==> src/rtl/alu_arbiter_if.sv <==
// Handshake bundle between two ALU requesters, the arbiter and its result consumer.
// Ports: req0_*/req1_* operation requests, rsp_* result FIFO head and occupancy.
interface alu_arbiter_if #(
    parameter int DEPTH = 2
);
    localparam int CW = $clog2(DEPTH + 1);

    logic               req0_vld;
    logic               req0_rdy;
    logic signed [31:0] req0_a;
    logic signed [31:0] req0_b;
    logic [4:0]         req0_shamt;
    logic [2:0]         req0_op;

    logic               req1_vld;
    logic               req1_rdy;
    logic signed [31:0] req1_a;
    logic signed [31:0] req1_b;
    logic [4:0]         req1_shamt;
    logic [2:0]         req1_op;

    logic               rsp_vld;
    logic               rsp_rdy;
    logic [31:0]        rsp_data;
    logic               rsp_id;
    logic [CW-1:0]      rsp_count;

    modport slave (
        input  req0_vld, req0_a, req0_b, req0_shamt, req0_op,
        input  req1_vld, req1_a, req1_b, req1_shamt, req1_op,
        input  rsp_rdy,
        output req0_rdy, req1_rdy,
        output rsp_vld, rsp_data, rsp_id, rsp_count
    );

    modport master (
        output req0_vld, req0_a, req0_b, req0_shamt, req0_op,
        output req1_vld, req1_a, req1_b, req1_shamt, req1_op,
        output rsp_rdy,
        input  req0_rdy, req1_rdy,
        input  rsp_vld, rsp_data, rsp_id, rsp_count
    );
endinterface

==> src/rtl/alu_arbiter.sv <==
// Two requesters share one ALU through a round-robin arbiter; results queue in a FIFO.
// Ports: clk, rst_n (async active-low), bus (alu_arbiter_if.slave: requests + responses).
module alu_arbiter #(
    parameter int DEPTH = 2
) (
    input  logic         clk,
    input  logic         rst_n,
    alu_arbiter_if.slave bus
);
    localparam int AW = $clog2(DEPTH);
    localparam int CW = $clog2(DEPTH + 1);
    localparam logic [CW-1:0] FULL = CW'(DEPTH);

    logic [AW-1:0]      wptr;
    logic [AW-1:0]      rptr;
    logic [CW-1:0]      count;
    logic               prio;
    logic [32:0]        mem [DEPTH];

    logic               gnt;
    logic               room;
    logic               push;
    logic               pop;
    logic signed [31:0] a;
    logic signed [31:0] b;
    logic [4:0]         sh;
    logic [2:0]         op;
    logic [31:0]        res;
    logic [32:0]        head;

    // A lone requester wins outright; prio only breaks ties.
    always_comb begin
        gnt = bus.req1_vld;
        if (bus.req0_vld && bus.req1_vld) begin
            gnt = prio;
        end
    end

    // Credit is based on occupancy before any pop this cycle.
    assign room = count < FULL;
    assign bus.req0_rdy = rst_n & room & bus.req0_vld & ~gnt;
    assign bus.req1_rdy = rst_n & room & bus.req1_vld & gnt;
    assign push = bus.req0_rdy | bus.req1_rdy;
    assign pop  = bus.rsp_vld & bus.rsp_rdy;

    always_comb begin
        a  = gnt ? bus.req1_a : bus.req0_a;
        b  = gnt ? bus.req1_b : bus.req0_b;
        sh = gnt ? bus.req1_shamt : bus.req0_shamt;
        op = gnt ? bus.req1_op : bus.req0_op;
    end

    // The single shared ALU.
    always_comb begin
        res = '0;
        unique case (op)
            3'b000: res = a & b;
            3'b001: res = a | b;
            3'b010: res = a + b;
            3'b011: res = b << sh;
            3'b100: res = b >>> sh;
            3'b101: res = {b[15:0], 16'h0000};
            3'b110: res = a - b;
            3'b111: res = {31'd0, a < b};
        endcase
    end

    always_ff @(posedge clk or negedge rst_n) begin
        if (!rst_n) begin
            wptr  <= '0;
            rptr  <= '0;
            count <= '0;
            prio  <= 1'b0;
        end else begin
            if (push) begin
                wptr <= wptr + 1'b1;
                prio <= ~gnt;
            end
            if (pop) begin
                rptr <= rptr + 1'b1;
            end
            case ({push, pop})
                2'b10:   count <= count + 1'b1;
                2'b01:   count <= count - 1'b1;
                default: count <= count;
            endcase
        end
    end

    // Storage needs no reset: empty-state outputs are forced to zero.
    always_ff @(posedge clk) begin
        if (push) begin
            mem[wptr] <= {res, gnt};
        end
    end

    assign head          = mem[rptr];
    assign bus.rsp_vld   = count != '0;
    assign bus.rsp_data  = bus.rsp_vld ? head[32:1] : 32'd0;
    assign bus.rsp_id    = bus.rsp_vld ? head[0] : 1'b0;
    assign bus.rsp_count = count;
endmodule

==> src/flat_wrapper.sv <==
// flat-port wrapper written by rule: the top's interface ports become plain ports
module alu_arbiter_flat 
#(
    parameter int DEPTH = 2
)
  (clk, rst_n, bus_req0_vld, bus_req0_a, bus_req0_b, bus_req0_shamt, bus_req0_op, bus_req1_vld, bus_req1_a, bus_req1_b, bus_req1_shamt, bus_req1_op, bus_rsp_rdy, bus_req0_rdy, bus_req1_rdy, bus_rsp_vld, bus_rsp_data, bus_rsp_id, bus_rsp_count);
  alu_arbiter_if #(.DEPTH(DEPTH)) bus_i ();
  input  logic clk;
  input  logic rst_n;
  input wire logic [$bits(bus_i.req0_vld)-1:0] bus_req0_vld;
  input wire logic [$bits(bus_i.req0_a)-1:0] bus_req0_a;
  input wire logic [$bits(bus_i.req0_b)-1:0] bus_req0_b;
  input wire logic [$bits(bus_i.req0_shamt)-1:0] bus_req0_shamt;
  input wire logic [$bits(bus_i.req0_op)-1:0] bus_req0_op;
  input wire logic [$bits(bus_i.req1_vld)-1:0] bus_req1_vld;
  input wire logic [$bits(bus_i.req1_a)-1:0] bus_req1_a;
  input wire logic [$bits(bus_i.req1_b)-1:0] bus_req1_b;
  input wire logic [$bits(bus_i.req1_shamt)-1:0] bus_req1_shamt;
  input wire logic [$bits(bus_i.req1_op)-1:0] bus_req1_op;
  input wire logic [$bits(bus_i.rsp_rdy)-1:0] bus_rsp_rdy;
  output wire logic [$bits(bus_i.req0_rdy)-1:0] bus_req0_rdy;
  output wire logic [$bits(bus_i.req1_rdy)-1:0] bus_req1_rdy;
  output wire logic [$bits(bus_i.rsp_vld)-1:0] bus_rsp_vld;
  output wire logic [$bits(bus_i.rsp_data)-1:0] bus_rsp_data;
  output wire logic [$bits(bus_i.rsp_id)-1:0] bus_rsp_id;
  output wire logic [$bits(bus_i.rsp_count)-1:0] bus_rsp_count;
  assign bus_i.req0_vld = bus_req0_vld;
  assign bus_i.req0_a = bus_req0_a;
  assign bus_i.req0_b = bus_req0_b;
  assign bus_i.req0_shamt = bus_req0_shamt;
  assign bus_i.req0_op = bus_req0_op;
  assign bus_i.req1_vld = bus_req1_vld;
  assign bus_i.req1_a = bus_req1_a;
  assign bus_i.req1_b = bus_req1_b;
  assign bus_i.req1_shamt = bus_req1_shamt;
  assign bus_i.req1_op = bus_req1_op;
  assign bus_i.rsp_rdy = bus_rsp_rdy;
  assign bus_req0_rdy = bus_i.req0_rdy;
  assign bus_req1_rdy = bus_i.req1_rdy;
  assign bus_rsp_vld = bus_i.rsp_vld;
  assign bus_rsp_data = bus_i.rsp_data;
  assign bus_rsp_id = bus_i.rsp_id;
  assign bus_rsp_count = bus_i.rsp_count;
  alu_arbiter #(.DEPTH(DEPTH)) u_core (.clk(clk), .rst_n(rst_n), .bus(bus_i));
endmodule
==> config.mk <==
export PLATFORM = sky130hd
export DESIGN_NAME = alu_arbiter_flat
export DESIGN_NICKNAME = d
export VERILOG_FILES = /design/src/rtl/alu_arbiter_if.sv /design/src/rtl/alu_arbiter.sv /design/src/flat_wrapper.sv
export SDC_FILE = /design/constraint.sdc
export NUM_CORES = 1
export LEC_CHECK = 0
export BUFFER_PORTS_ARGS = -buffer_cell sky130_fd_sc_hd__buf_2
export CORE_ASPECT_RATIO = 1.4
export CORE_MARGIN = 2
export CORE_UTILIZATION = 45
export DETAILED_ROUTE_END_ITERATION = 16
export PLACE_DENSITY = 0.65
export SYNTH_ARGS = -nofsm -noshare
export SYNTH_HDL_FRONTEND = slang
export SYNTH_SLANG_ARGS = --single-unit
==> constraint.sdc <==
create_clock -name clk -period 11.7 [get_ports clk]
set_clock_uncertainty 0.05 [all_clocks]
set_input_delay 1.17 -clock clk [delete_from_list [all_inputs] [get_ports clk]]
set_output_delay 1.17 -clock clk [all_outputs]
set_load 0.01 [all_outputs]
==> out/results.ini, run 1 <==
[worst_setup_path]
worst-r2r-setup-slack_ns=4.96
critical_path_buf_inv_count=5
path_cells=buf_2 -> nand2b_1 -> buf_4 -> nand2_4 -> inv_4 -> buf_4 -> mux2i_1 -> inv_1 -> ha_1 -> nor3_2 -> o2111ai_1 -> o21bai_1 -> and4b_1 -> o41ai_2 -> a21oi_1 -> o31ai_1 -> xnor2_1 -> a221oi_1 -> nor2_1
crit_arrival_ns=7.24
critical_path.max_fanout=75
reg2reg_depth=18
timing.critical_path.slowest_cell_delay_ns=0.78
path_depth=19
worstPathRequired_ns=11.72
worstSetupEndpoint=u_core.mem[1][30]
r2r-start=u_core.prio
cp_slowest_cell=buf_4
critPathMostFrequentCell=buf_4
regToRegEndpoint=u_core.mem[1][30]
cp-end-kind=flop
setup_crit_start=bus_req0_vld
setup.worst_path.class=primary input to flop
timing.critical_path.max_delay_family=buffers and inverters
cp-start-kind=primary input

[clocking]
cts-htree-levels=3
clk_root_buffer_cell=clkbuf_16
clock_sink_count=71
insertion_delay_ns=0.33
cts.repair.resized=0
clkTransAtPathRegs_ns=0.06
cts_buffer_depth=2
cts_hold_buffers=0
post-cts-setup-buffers=0
cts_tree=done
numCtsBuffers=9

[run]
max_cap_violations=0

[timing]
hold_viol_final=0
slew_hr_pct=15.3
max_clock_freq_mhz=139
grt_setup_unrepaired=false
max_slew.worst_pin.slew_ns=1.24
period_share_pct=61.7
whs_ns=0.480
post-route-worst-setup-slack_ns=4.49
timing.final.max_slew_violations=0
setup-tns-final_ns=0
final.min_clock_period_ns=7.21
finalSetupViolations=0

[drt]
detailroute.via_count=15000
detail_route.wl_per_cell_um=24.9
drc_errors=0
detailedRoute.firstPassIterationCount=7
drt-vias-per-instance=6.38
antenna_left=0
route.final.wire_length_um=58500
drt-initial-drc-count=1495

[synthesis]
synthesized_area_fraction_occupied_by_ao_oa_aoi_and_oai_cells_pct=27.7
yosys_register_bits=71
yosys-mux-area-fraction_pct=17.3
synth-edff-count=66
ys_seq_area_share_pct=15.7
synthesis.instances=1868
synth_fa_ha_area_share_pct=9.52
synth_xor_xnor_area_share_pct=1.70
synth_simple_gate_area_share_pct=21.0
mappedNetlistArea_sq_um=13400
ys.flop_type=edfxtp_1
syn-num-nets=2118
main_combinational_cell_family_by_area_after_synthesis=compound AO/OA/AOI/OAI gates
syn-mean-instance-area_sq_um=7.19
asyncSetResetFlopFracSynth_pct=7.04
number_of_different_library_cells_in_the_post_synthesis_netlist=83
yosys_warnings=0

[layout]
post-route-cell-area_sq_um=14900
nFillCells=3015
finish.cell_count_without_fillers=2348
area_growth_syn_to_layout_pct=11.0
drive_above_1_share_pct=16.1
layout.core_utilization_pct=50.9
finish.net_count=2212

[global_routing]
largest_net_degree_at_the_start_of_global_routing=76
grt-ovfl-total=0
grt_pass1_wl_um=86800
grt_antenna_before_repair=2
grt_pass1_vias=14100
track_usage_pct=36.5

[run_status]
outcome=finished clean

[placement]
port-buffer-count=186
placedCellCount=2331
pre_cts_setup_slack_ns=4.29
postPlaceCellArea_sq_um=14600
globalplace.congestion=1.02
detailedPlacementHpwl_um=46700

[floorplan]
floorplan.die.width_um=150
die_area_sq_um=31300
chipHeight_um=208
rows=74
core_area_sq_um=29300
initial_core_util_pct=45.9
io_pins=187

[worst_hold_path]
holdCritStartpoint=u_core.wptr
min_path_type=flop to flop

[power]
p_per_area_nw_per_um2=167
post_layout_power_mw=2.49
power_leakage_nw=6.80
worst_ir_drop_vdd_mv=0.0894

==> cells by family after synthesis <==
kind of cell	count (synthesis)
fa+ha+maj	101
compound gates	565
buf+inv	235
mux	228
simple gates	642
flops	71
xor+xnor	26
==> worst min path at each step <==
stage,to,slack (ns),cells past startpoint
2_1_floorplan,u_core.prio,0.39,1
3_3_place_gp,u_core.wptr,0.45,1
3_5_place_dp,u_core.wptr,0.48,1
4_1_cts,u_core.wptr,0.49,1
5_1_grt,u_core.wptr,0.50,1
6_report,u_core.wptr,0.48,1
==> cell type report <==
type / count / area, sq um / share of cell area [%]
multi-input cells: 1562 / 10500 / 70.1
flip-flops and latches: 71 / 2110 / 14.2
repair buffers: 220 / 1190 / 7.96
well taps: 380 / 475 / 3.19
inverters: 98 / 370 / 2.49
clock buffers: 10 / 239 / 1.60
clock inverters: 6 / 67.6 / 0.453
diodes: 1 / 2.50 / 0.0168
==> routing by layer <==
layer | share of wire (%) | vias to the layer above | global-route usage [%]
li1 | - | 6979 | -
met1 | 40 | 7086 | 47.3
met2 | 47 | 767 | 60.5
met3 | 6.5 | 135 | 2.81
met4 | 5.9 | 2 | 18.7
met5 | 0.021 | - | 0
==> cells in the final DEF, fill, tap and decap left out, types with 7 or more instances in the layout <==
cell,instances
a211oi_1,27
a21o_1,27
a21oi_1,176
a221o_1,8
a221oi_1,20
a22oi_1,11
a31o_2,8
a31oi_1,28
and3_1,10
buf_2,186
buf_4,34
clkbuf_16,9
edfxtp_1,66
ha_1,99
inv_1,96
mux2_2,38
mux2i_1,186
nand2_1,273
nand2b_1,20
nand3_1,34
nor2_1,186
nor2b_1,25
nor3_1,37
nor4_1,7
o211ai_1,22
o21ai_0,95
o21bai_1,17
o221ai_1,11
o22a_1,7
o22ai_1,23
o31ai_1,8
or3_1,7
xnor2_1,23
==> power breakdown <==
group	switching [mW]	leakage, nW	internal [mW]
Combinational	1.17	5.99	0.628
Sequential	0.0492	0.664	0.366
Clock	0.101	0.146	0.172
==> cells in the mapped netlist (7+ instances only) <==
cell | instances | share of area [%]
o221ai_1 | 11 | 0.72
nand3_1 | 34 | 1.3
buf_2 | 33 | 1.2
o21bai_1 | 17 | 0.95
nand2_1 | 274 | 7.7
a221o_1 | 8 | 0.60
or3_1 | 7 | 0.33
nor4_1 | 7 | 0.33
and3_1 | 10 | 0.47
buf_1 | 19 | 0.53
edfxtp_1 | 66 | 15
clkbuf_1 | 78 | 2.2
o21ai_0 | 95 | 3.5
a22oi_1 | 11 | 0.61
o22a_1 | 7 | 0.46
a21o_1 | 28 | 1.6
mux2_2 | 38 | 3.2
nor2_1 | 189 | 5.3
nor3_1 | 38 | 1.4
a211oi_1 | 27 | 1.5
o211ai_1 | 22 | 1.2
inv_1 | 97 | 2.7
xnor2_1 | 23 | 1.5
o31ai_1 | 8 | 0.45
a31oi_1 | 28 | 1.3
a221oi_1 | 20 | 1.3
a31o_2 | 8 | 0.52
o22ai_1 | 23 | 1.1
mux2i_1 | 190 | 14
a21oi_1 | 178 | 6.6
ha_1 | 99 | 9.2
nand2b_1 | 20 | 0.93
nor2b_1 | 25 | 1.2
==> flip-flops by register name, summed over array words and instances, names as in the netlist <==
| signal | count |
|---|---|
| u_core.bus.rsp_count | 2 |
| u_core.wptr | 1 |
| u_core.rptr | 1 |
| u_core.prio | 1 |
| u_core.mem | 66 |
No activity file was read; power rests on OpenSTA's default activity.
==> run 2, diff against run 1 <==
--- a/config.mk
+++ b/config.mk
@@ -10,7 +10,7 @@
 export CORE_MARGIN = 2
 export CORE_UTILIZATION = 45
 export DETAILED_ROUTE_END_ITERATION = 16
-export PLACE_DENSITY = 0.65
+export PLACE_DENSITY = 0.68
 export SYNTH_ARGS = -nofsm -noshare
 export SYNTH_HDL_FRONTEND = slang
 export SYNTH_SLANG_ARGS = --single-unit
==> constraint.sdc (replaced) <==
create_clock -name clk -period 6.32 [get_ports clk]
set_clock_uncertainty 0.05 [all_clocks]
set_input_delay 0.632 -clock clk [delete_from_list [all_inputs] [get_ports clk]]
set_output_delay 0.632 -clock clk [all_outputs]
set_load 0.01 [all_outputs]
==> run 2 against run 1 <==
  * Utilization increased by 0.50 points
  * Critical endpoint is now u_core.mem[0][23]
  * Worst setup slack got worse by 3.4 ns
  * Largest power group unchanged
  * Non-clock buffer count increased by 18
  * Critical path depth decreased by 2
  * Largest cell class unchanged
  * Flip-flop and latch count unchanged
  * Clock-buffer cell count increased by 1
==> out/results.ini, run 2 (synthesis results as in run 1) <==
[worst_setup_path]
path_cells=nand2b_1 -> nand2_4 -> buf_4 -> mux2i_1 -> inv_1 -> ha_1 -> fa_1 -> a211oi_1 -> o211ai_1 -> a22o_1 -> or2_2 -> a221oi_1 -> o221ai_1 -> a21oi_1 -> o22ai_1 -> o2bb2ai_1 -> a21oi_1
cp-start-kind=flop
worstPathRequired_ns=6.32  ; -5.40 ns
crit_arrival_ns=5.26  ; -1.98 ns
cp-end-kind=flop
setup.worst_path.class=flop to flop
critical_path.max_fanout=26  ; -65%
timing.critical_path.slowest_cell_delay_ns=0.50  ; -0.28 ns
reg2reg_depth=17  ; -1
cp_slowest_cell=fa_1
critPathMostFrequentCell=a21oi_1

[timing]
setup-tns-final_ns=0  ; unchanged
period_share_pct=83.3
max_clock_freq_mhz=190
max_slew.worst_pin.slew_ns=0.982  ; -0.257 ns
grt_setup_unrepaired=false
final.min_clock_period_ns=5.27
slew_hr_pct=33.7  ; +18 points
hold_viol_final=0  ; unchanged
timing.final.max_slew_violations=0  ; unchanged
finalSetupViolations=0  ; unchanged

[drt]
drc_errors=0  ; unchanged
detailedRoute.firstPassIterationCount=6  ; -1
drt-vias-per-instance=6.45  ; +1.2%
antenna_left=0  ; unchanged
detail_route.wl_per_cell_um=24.6  ; -1.3%
drt-initial-drc-count=1594  ; +6.6%
detailroute.via_count=15300  ; +1.9%
route.final.wire_length_um=58100  ; -0.61%

[layout]
n_antenna_cell=0  ; -1
drive_above_1_share_pct=16.6  ; +0.51 points
finish.net_count=2230  ; +0.81%
layout.core_utilization_pct=51.4  ; +0.50 points
final_cell_mix=nand2_1, mux2i_1, nor2_1, buf_2, a21oi_1
layout.cells.most_common=nand2_1
area_growth_syn_to_layout_pct=12.1
finish.cell_count_without_fillers=2365  ; +0.72%
register_with_the_most_flip_flops=u_core.mem
largest_register_ffs=66  ; unchanged

[placement]
globalplace.congestion=1.07  ; +4.6%
detailedPlacementHpwl_um=47000  ; +0.53%
placedCellCount=2349  ; +0.77%
port-buffer-count=186  ; unchanged

[floorplan]
io_pins=187  ; unchanged
chipHeight_um=208  ; unchanged
initial_core_util_pct=45.9  ; unchanged
floorplan.die.width_um=150  ; unchanged
die_area_sq_um=31300  ; unchanged
core_area_sq_um=29300  ; unchanged
rows=74  ; unchanged

[clocking]
cts.repair.resized=0  ; unchanged
cts_buffer_depth=2  ; unchanged
numCtsBuffers=9  ; unchanged
clock_sink_count=71  ; unchanged
cts_tree=done
insertion_delay_ns=0.32  ; about the same
post-cts-setup-buffers=0  ; unchanged
clk_root_buffer_cell=clkbuf_16
cts-htree-levels=3  ; unchanged
cts_hold_buffers=0  ; unchanged
clkTransAtPathRegs_ns=0.06  ; about the same

[run_status]
outcome=finished clean

[global_routing]
largest_net_degree_at_the_start_of_global_routing=79  ; +3.9%
grt_pass1_vias=14300  ; +0.88%
grt_pass1_wl_um=87100  ; +0.35%
grt_antenna_before_repair=2  ; unchanged
track_usage_pct=36.4  ; -0.19 points
grt-ovfl-total=0  ; unchanged

[power]
power_leakage_nw=6.89  ; +1.3%
p_per_area_nw_per_um2=305  ; +83%
worst_ir_drop_vdd_mv=0.189  ; +110%

[run]
max_cap_violations=0  ; unchanged

[worst_hold_path]
min_path_type=primary input to async pin

[run 2: cell count changes in the layout (fill, tap and decap cells not counted), sizes merged]
cell,before,now
clkbuf,10,11
buf,220,238
inv,99,98
diode,1,0
[run 2: path summary, 6_finish.rpt]
path                        startpoint                 to  slack (ns)
max reg2reg                u_core.prio  u_core.mem[0][23]        1.05
min                              rst_n        u_core.prio        0.06
min reg2reg                u_core.prio        u_core.prio        0.44
max in group asynchronous        rst_n        u_core.rptr        6.01
min in group clk           u_core.prio        u_core.prio        0.44
max                        u_core.prio  u_core.mem[0][23]        1.05
[run 2: where the power goes]
group / internal [mW] / total [mW] / leakage [nW] / switching [mW]
Sequential: 0.678 / 0.765 / 0.664 / 0.0864
Combinational: 1.19 / 3.35 / 6.09 / 2.16
Clock: 0.305 / 0.479 / 0.134 / 0.174
[run 2: metal layers]
metal,track usage (%),part of all wire (%),vias up
li1,-,-,7006
met1,46.3,39,7236
met2,59.8,47,849
met3,4.06,7.8,164
met4,19.5,6.4,4
met5,0,0.045,-
[run 2: layout make-up]
cell class	instances	area, sq um
clock inverter	5	57.6
clock buffer	11	233
timing repair buffer	238	1360
tap	380	475
sequential	71	2110
multi-input combinational	1562	10400
fill	2950	14200
inverter	98	370
[run 2: critical path: cells and delay by family (launching register included)]
family,cells,cell delay [ns]
and+or+nand+nor,3,0.78
buffers and inverters,2,0.41
AOI/OAI and AO/OA,9,2.24
adders and majority gates,2,0.76
muxes,1,0.34
DFF,1,0.39
[run 2: stage by stage]
stage / hold WS [ns] / setup WS [ns] / cell area [sq um] / power (mW)
after detailed placement: 0.409 / 0.923 / 14800 / 4.03
after CTS: 0.0606 / 1.16 / 15000 / 4.53
after floorplan: 0.286 / 0.867 / 13400 / 2.94
final: 0.0623 / 1.05 / 15000 / 4.59
after global routing: 0.0677 / 0.805 / 15000 / 4.88
after global placement: 0.408 / 1.01 / 14800 / 4.02
